**config.mk**
```make
export PLATFORM = sky130hd
export DESIGN_NAME = emb_lut_arbiter
export DESIGN_NICKNAME = d
export VERILOG_FILES = /design/src/rtl/emb_lut_arbiter.sv
export SDC_FILE = /design/constraint.sdc
export NUM_CORES = 1
export LEC_CHECK = 0
export CAP_MARGIN = 20
export CORE_MARGIN = 5
export CORE_UTILIZATION = 28
export DETAILED_ROUTE_END_ITERATION = 8
export PLACE_DENSITY = 0.72
export SYNTH_ARGS = -nofsm -noshare
export SYNTH_HDL_FRONTEND = slang
export SYNTH_SLANG_ARGS = --single-unit
```
**constraint.sdc**
```tcl
create_clock -name clk -period 2.04 [get_ports clk]
set_input_delay 0.51 -clock clk [delete_from_list [all_inputs] [get_ports clk]]
set_output_delay 0.51 -clock clk [all_outputs]
set_load 0.005 [all_outputs]
```
**src/rtl/emb_lut_arbiter.sv**
```systemverilog
// -----------------------------------------------------------------------------
// emb_lut_arbiter
//
// Shares one single-port sram_v2 lookup table between two read requesters
// (pixel-path coefficient lookups) and one run-time configuration write port.
// At most one SRAM access is granted per cycle.
//
//   * cfg writes win by default, but after WR_BURST_MAX back-to-back write
//     grants a pending read gets the next slot, so reads cannot starve.
//   * The two readers are served round-robin on contention (last_rd).
//   * Read data returns through a 2-stage pipeline: the grant edge registers
//     the pending id, the following edge captures sram_datao into rspN_data
//     and pulses rspN_valid for exactly one cycle.
//
// Ports
//   clk, reset                 system clock, synchronous active-high reset
//   req0_* / rsp0_*            requester 0 read request / response
//   req1_* / rsp1_*            requester 1 read request / response
//   cfg_wr_*                   configuration write request
//   sram_ceb, sram_web,
//   sram_addr, sram_datai      sram_v2 control / address / write data
//   sram_datao                 sram_v2 read data (one cycle after read edge)
// -----------------------------------------------------------------------------
module emb_lut_arbiter #(
  parameter int ADDR_W       = 11,
  parameter int DATA_W       = 32,
  parameter int WR_BURST_MAX = 4
) (
  input  logic              clk,
  input  logic              reset,
  input  logic              req0_valid,
  input  logic [ADDR_W-1:0] req0_addr,
  output logic              req0_ready,
  output logic              rsp0_valid,
  output logic [DATA_W-1:0] rsp0_data,
  input  logic              req1_valid,
  input  logic [ADDR_W-1:0] req1_addr,
  output logic              req1_ready,
  output logic              rsp1_valid,
  output logic [DATA_W-1:0] rsp1_data,
  input  logic              cfg_wr_valid,
  input  logic [ADDR_W-1:0] cfg_wr_addr,
  input  logic [DATA_W-1:0] cfg_wr_data,
  output logic              cfg_wr_ready,
  output logic              sram_ceb,
  output logic              sram_web,
  output logic [ADDR_W-1:0] sram_addr,
  output logic [DATA_W-1:0] sram_datai,
  input  logic [DATA_W-1:0] sram_datao
);

  localparam int STREAK_W = $clog2(WR_BURST_MAX + 1);
  localparam logic [STREAK_W-1:0] STREAK_MAX = STREAK_W'(WR_BURST_MAX);

  logic [STREAK_W-1:0] wr_streak;
  logic                last_rd;   // id of the most recently granted reader
  logic                pend_v;    // read issued to the SRAM last edge
  logic                pend_id;   // which reader that read belongs to

  logic rd_any;
  logic wr_grant;
  logic rd_grant;
  logic rd_sel;

  // Grant decision. Everything is gated by reset so the SRAM sits idle and
  // no handshake completes while reset is held.
  // NOTE: every signal assigned in always_comb gets a default first, so no
  // path can leave it unassigned and infer a latch.
  always_comb begin
    rd_any   = 1'b0;
    wr_grant = 1'b0;
    rd_grant = 1'b0;
    rd_sel   = 1'b0;

    rd_any = req0_valid | req1_valid;

    // Both readers valid: pick the one not served last. Otherwise pick the
    // only valid one (req1_valid alone selects 1, req0 alone selects 0).
    if (req0_valid && req1_valid) rd_sel = ~last_rd;
    else                          rd_sel = req1_valid;

    if (!reset) begin
      wr_grant = cfg_wr_valid && !((wr_streak == STREAK_MAX) && rd_any);
      rd_grant = rd_any && !wr_grant;
    end
  end

  assign cfg_wr_ready = wr_grant;
  assign req0_ready   = rd_grant && !rd_sel;
  assign req1_ready   = rd_grant &&  rd_sel;

  // SRAM pins follow the grant combinationally; idle values when nothing wins.
  always_comb begin
    sram_ceb   = 1'b1;
    sram_web   = 1'b1;
    sram_addr  = '0;
    sram_datai = '0;
    if (wr_grant) begin
      sram_ceb   = 1'b0;
      sram_web   = 1'b0;
      sram_addr  = cfg_wr_addr;
      sram_datai = cfg_wr_data;
    end else if (rd_grant) begin
      sram_ceb  = 1'b0;
      sram_addr = rd_sel ? req1_addr : req0_addr;
    end
  end

  // NOTE: state registers use non-blocking assignments so every flop samples
  // the pre-edge value of the others, independent of statement order.
  always_ff @(posedge clk) begin
    if (reset) begin
      wr_streak  <= '0;
      last_rd    <= 1'b1;     // req0 wins the first contention
      pend_v     <= 1'b0;     // drops any read issued just before reset
      pend_id    <= 1'b0;
      rsp0_valid <= 1'b0;
      rsp1_valid <= 1'b0;
      rsp0_data  <= '0;
      rsp1_data  <= '0;
    end else begin
      // Streak counts consecutive write grants, saturating; any cycle without
      // a write grant restarts it.
      if (wr_grant) begin
        if (wr_streak != STREAK_MAX) wr_streak <= wr_streak + 1'b1;
      end else begin
        wr_streak <= '0;
      end

      if (rd_grant) last_rd <= rd_sel;

      pend_v  <= rd_grant;
      pend_id <= rd_sel;

      rsp0_valid <= pend_v && !pend_id;
      rsp1_valid <= pend_v &&  pend_id;
      // Data registers only load on their own response, so they hold the
      // last returned word between responses.
      if (pend_v && !pend_id) rsp0_data <= sram_datao;
      if (pend_v &&  pend_id) rsp1_data <= sram_datao;
    end
  end

endmodule
```
# [Word level (Yosys, flattened, before mapping)]
# Cells that the tools add are included.
[op_classes] add_sub_neg=1 bitwise_logic=3 n_eq_ne=2 n_reduce_logical=13 mux=10
[ops] cell="$mux W11" count=3
[ops] cell="$mux W32" count=1
[ops] cell="$logic_and A1 B1 Y1" count=8
[ops] cell="$mux W1" count=6
[ops] cell="$logic_not A1 Y1" count=4
[ops] cell="$add A3 B1 Y3 const B" count=1
[ops] cell="$eq A3 B3 Y1 const B" count=1
[ops] cell="$ne A3 B3 Y1 const B" count=1
[ops] cell="$not A1 Y1" count=2
[ops] cell="$reduce_or A2 Y1" count=1
[ops] cell="$or A1 B1 Y1" count=1
[totals] wordCells=37 output_inout_bits=114 reg_bits=72 input_bits=102

# [Longest topological paths before layout]
[logic_depth] ltp_word=9 ltp_mapped=7 mapped_depth_nobuf=6

# [Worst setup path after synthesis]
# No wires, ideal clock.
[synth_timing] path_kind="register to output" startpoint="reg wr_streak[0]" endpoint="out sram_addr[1]" path_buffers=1 path_stages_with_launch=7 setup_slack_ps=222 required_time_ps=1530 arrival_time_ps=1308 cell_sequence="dfxtp_1 > inv_1 > ha_1 > a21boi_2 > or3_4 > buf_6 > o2bb2ai_2"
[synth_between] elab_chain_cells=9 elab_cells_between_ends=10 classes_between="eq/ne: 1; mux: 4; reduce/logical: 5"
[synth_lines] item="start, declared" line_no="55" rtl="logic [STREAK_W-1:0] wr_streak;"
[synth_lines] item="start signal, assigned" line_no="125" rtl="if (wr_streak != STREAK_MAX) wr_streak <= wr_streak + 1'b1;"
[synth_lines] item="$eq A3 B3 Y1 *" line_no="83" rtl="wr_grant = cfg_wr_valid && !((wr_streak == STREAK_MAX) && rd_any);"
[synth_lines] item="$logic_and A1 B1 Y1 *" line_no="83"
[synth_lines] item="$logic_not A1 Y1 *" line_no="83"
[synth_lines] item="$logic_and A1 B1 Y1 *" line_no="83"
[synth_lines] item="$logic_not A1 Y1" line_no="84" rtl="rd_grant = rd_any && !wr_grant;"
[synth_lines] item="$logic_and A1 B1 Y1" line_no="84"
[synth_lines] item="$mux W1" line_no="82" rtl="if (!reset) begin"
[synth_lines] item="$mux W11" line_no="103" rtl="end else if (rd_grant) begin"
[synth_lines] item="$mux W11 *" line_no="98" rtl="if (wr_grant) begin"
[synth_lines] item="end, declared" line_no="47" rtl="output logic [ADDR_W-1:0] sram_addr,"
# Every way passes the cells marked *; elsewhere a longest branch is shown, timed or not.

# [Final worst setup path]
[layout_timing] startpoint="in req1_valid" endpoint="out sram_addr[8]"
[layout_between] elab_chain_cells=9 elab_cells_between_ends=13 classes_between="mux: 6; bitwise: 1; reduce/logical: 6"
[layout_lines] item="start, declared" line_no="36" rtl="input logic req1_valid,"
[layout_lines] item="$or A1 B1 Y1" line_no="75" rtl="rd_any = req0_valid | req1_valid;"
[layout_lines] item="$logic_and A1 B1 Y1" line_no="83"
[layout_lines] item="$logic_not A1 Y1" line_no="83"
[layout_lines] item="$logic_and A1 B1 Y1" line_no="83"
[layout_lines] item="$logic_not A1 Y1" line_no="84"
[layout_lines] item="$logic_and A1 B1 Y1" line_no="84"
[layout_lines] item="$mux W1" line_no="82"
[layout_lines] item="$mux W11" line_no="103"
[layout_lines] item="$mux W11 *" line_no="98"
# Marks and branches as above.

==> summary.md <==
| Metric | Value |
|---|---|
| Final worst-path cycle share | `112%` |
| Cell type contributing the most total cell area after synthesis | `sky130_fd_sc_hd__dfxtp_1` |
| Power Internal | `around 2.5 mW` |
| Critical path peak fanout | `5` |
| Root buffer selected by CTS | `sky130_fd_sc_hd__clkbuf_8` |
| Total core area | `between 10000 and 15000 sq um` |
| Crit path launch type | `input pin` |
| Number of buffers inserted by hold repair at cts | `0` |
| Area growth from synthesis to layout | `97.3%` |
| Power density relative to cell area | `551 nW/um^2` |
| Final critical-path setup slack | `-0.244 ns` |
| Count of antenna-violating nets left after detailed routing | `0` |
| Worst-case clock skew | `0.0117 ns` |
| Number of endpoints with negative hold slack in the final report | `0` |
| Syn_area_per_cell | `~8 sq um` |
| Part of the Yosys area used for sequential elements | `approximately 47%` |
| Final global-route overflow total | `0` |
| Outcome | `complete, but fails checks` |
| Maximum number of pins on one net before global-route repair | `39` |
| DRT iter0 DRCs | `~130` |
| Vias in the first global route | `roughly 3600` |
| Static power due to leakage | `2.35 nW` |
| Failing checks | `setup timing` |
| Library cells used by synthesis | `26` |
| Area of the die | `~13000 sq um` |
| Maximum clock frequency | `between 400 and 500 MHz` |
| Die height | `between 100 and 150 um` |
| Peak supply drop | `between 0.3 and 0.4 mV` |
| Horiz. Die Dim | `approximately 110 um` |
| WP data arrival | `1.77 ns` |
| # port buffers | `215` |
| Antenna violations before repair | `0` |
| Power share of the sequential group | `about 44%` |
| Clk network pwr share | `roughly 33%` |
| Ratio of cells with drive above 1 in the final layout | `25.6%` |
| Total DRC errors in the routed layout | `0` |
| Sort of element at the end of the critical path | `output pin` |
| Global-route total usage across every layer | `between 10% and 20%` |
| Maximum level of the CTS H-tree | `3` |
| Switching Fraction | `approximately 25%` |
| Routed WL per cell | `roughly 16 um` |
| CTS tree | `yes` |
| Relative slew margins | `70.5%` |
| Wire length of the first global-routing pass | `~19000 um` |
| Final Routed Wirelength | `12100 um` |
| Vias/cell | `~4.6` |
| Net count, final | `730` |
| Final Power | `around 3.3 mW` |
| Hold slack | `between 0.4 and 0.5 ns` |
| Final-report setup violation count | `46` |
| Sinks on Clock Net | `72` |
| Total vias in the final route | `~3500` |
| Initial Util | `between 20 and 30%` |
| Clock latency reported for the late side of the worst-skew pair | `0.33 ns` |
| Ports placed on the boundary | `about 220` |
| Combinational share of power | `approximately 23%` |
| Yosys warning count | `0` |
| Type of the worst setup path | `input pin to output pin` |
| Hold WC Path Type | `register to register` |
| Maximum Capacitance Violations | `0` |
| Clock input transition at the sequential cells of the worst setup and hold paths | `~0.080 ns` |
| Clock tree buffer depth | `2` |
| Row Count | `38` |
| Post-layout min period | `~2.3 ns` |
| Nets in the synthesized netlist | `487` |
| Final RePlAce weighted congestion | `around 0.87` |
| RSZ-0062 raised after global routing | `true` |
| Number of max-slew violations in the final report | `0` |
| Number of synthesized register bits | `between 70 and 80` |
| Cell types occupying the most area after synthesis | `sky130_fd_sc_hd__dfxtp_1 47%, sky130_fd_sc_hd__nand2_1 16%, sky130_fd_sc_hd__a21oi_1 11%, sky130_fd_sc_hd__and2_1 6.9%, sky130_fd_sc_hd__o2bb2ai_2 4.4%` |
| Transition time at the pin with the least slew margin | `between 0.4 and 0.5 ns` |
| Number of cells produced by synthesis | `around 380` |
| Share of the synthesized area in the top cell type | `~47%` |
| Netlist Area Pre-Place | `3070 sq um` |
| Switching Power | `approximately 820 uW` |
| Number of buffers created by CTS | `9` |
| Antenna diode count | `0` |
| Placed wire-length estimate after detailed placement | `8640 um` |
| Number of iterations in the first detailed-routing pass | `4` |
| Data required time of the worst path | `1.53 ns` |
==> Yosys cell counts (all sizes together) <==
library cell	number
mux2i	11
a21boi	2
nand3	1
dfxtp	72
or3	1
nor3	1
o311ai	1
nor2	8
o21ai	2
buf	16
nand2b	1
a21oi	65
clkbuf	12
ha	2
o2bb2ai	11
nor2b	3
nand2	132
inv	7
xnor2	1
and2	34
==> final timing paths <==
check	slack, ns	from	endpoint	cells past startpoint
worst max register to register	0.71	pend_id	rsp0_data[19]	4
worst min register to register	0.45	rsp0_data[6]	rsp0_data[6]	2
worst max-delay path	-0.24	req1_valid	sram_addr[8]	7
worst min-delay path	0.45	rsp0_data[6]	rsp0_data[6]	2
==> flip-flops by register name, indices dropped and copies added (netlist names) <==
register / flops
rsp1_data: 32
wr_streak: 3
last_rd: 1
pend_v: 1
pend_id: 1
rsp0_data: 32
rsp0_valid: 1
rsp1_valid: 1
==> critical path: stages <==
cell	delay, ns
sky130_fd_sc_hd__clkdlybuf4s15_1	0.26
sky130_fd_sc_hd__a21boi_4	0.29
sky130_fd_sc_hd__buf_12	0.16
sky130_fd_sc_hd__buf_4	0.11
sky130_fd_sc_hd__mux2i_2	0.23
sky130_fd_sc_hd__o2bb2ai_2	0.08
sky130_fd_sc_hd__buf_2	0.13
==> cell type report <==
cell class / count / area, sq um
Fill cell: 989 / 4740
Timing Repair Buffer: 259 / 2520
Multi-Input combinational cell: 277 / 1690
Sequential cell: 72 / 1440
Tap cell: 140 / 175
Clock buffer: 10 / 138
Clock inverter: 5 / 56.3
Inverter: 7 / 28.8
==> power by group through the flow <==
stage                     Sequential (mW)  Combinational, mW  Clock [mW]
after detailed placement             1.50              0.630           0
after CTS                            1.47              0.736        1.14
final                                1.47              0.748        1.11
after global placement               1.50              0.621           0
after global routing                 1.48              0.799        1.22
after floorplan                      1.50              0.192           0
==> cells by family after synthesis <==
family | synth area share [%]
buf+inv | 5.31
fa+ha+maj | 0.816
compound gates | 17.3
mux | 3.59
flops | 47.0
xor+xnor | 0.286
simple gates | 25.7
==> metrics by stage <==
stage | setup slack [ns] | util, % | area, sq um | TNS [ns] | cells
after CTS | -0.257 | 55.4 | 5980 | -10.08 | 768
after global routing | -0.311 | 56.0 | 6050 | -11.55 | 770
after floorplan | 0.222 | - | 3070 | 0 | 383
after global placement | -0.747 | 50.3 | 5430 | -32.10 | 729
final | -0.244 | 56.0 | 6050 | -7.80 | 770
after detailed placement | -0.787 | 50.3 | 5430 | -33.70 | 729
==> layout by cell type, fill, tap and decap left out, types with 3 or more instances in the layout <==
cell                              synthesis  final
sky130_fd_sc_hd__dfxtp_1                 72     70
sky130_fd_sc_hd__and2_1                  34     20
sky130_fd_sc_hd__a21oi_1                 65     65
sky130_fd_sc_hd__nand2_1                131    131
sky130_fd_sc_hd__mux2i_4                  0      3
sky130_fd_sc_hd__o2bb2ai_2                9      8
sky130_fd_sc_hd__and2_4                   0     14
sky130_fd_sc_hd__o2bb2ai_4                0      3
sky130_fd_sc_hd__mux2i_2                  0      6
sky130_fd_sc_hd__inv_1                    6      4
sky130_fd_sc_hd__clkbuf_8                 0     10
sky130_fd_sc_hd__buf_4                    2     19
sky130_fd_sc_hd__buf_2                   13     33
sky130_fd_sc_hd__buf_12                   0      5
sky130_fd_sc_hd__buf_16                   0      3
sky130_fd_sc_hd__buf_6                    1     32
sky130_fd_sc_hd__nor2_1                   8      5
sky130_fd_sc_hd__clkdlybuf4s50_1          0    163
==> repair_timing <==
action,CTS,global route
gates resized for setup,273,16
gates cloned,6,0
endpoints found under the hold margin,0,0
endpoints found under the setup margin,48,48
pin swaps,30,4
setup buffers,18,3
==> per-layer routing <==
| layer | vias up | track usage, % | wire [um] | part of all wire [%] |
|---|---|---|---|---|
| met1 | 1630 | 20.2 | 4630 | 38 |
| met4 | 0 | 4.83 | 203 | 1.7 |
| met2 | 160 | 31.9 | 6210 | 51 |
| li1 | 1729 | - | - | - |
| met3 | 16 | 6.29 | 1060 | 8.8 |
| met5 | - | 0 | 0 | 0 |
No activity file was read; power rests on OpenSTA's default activity.
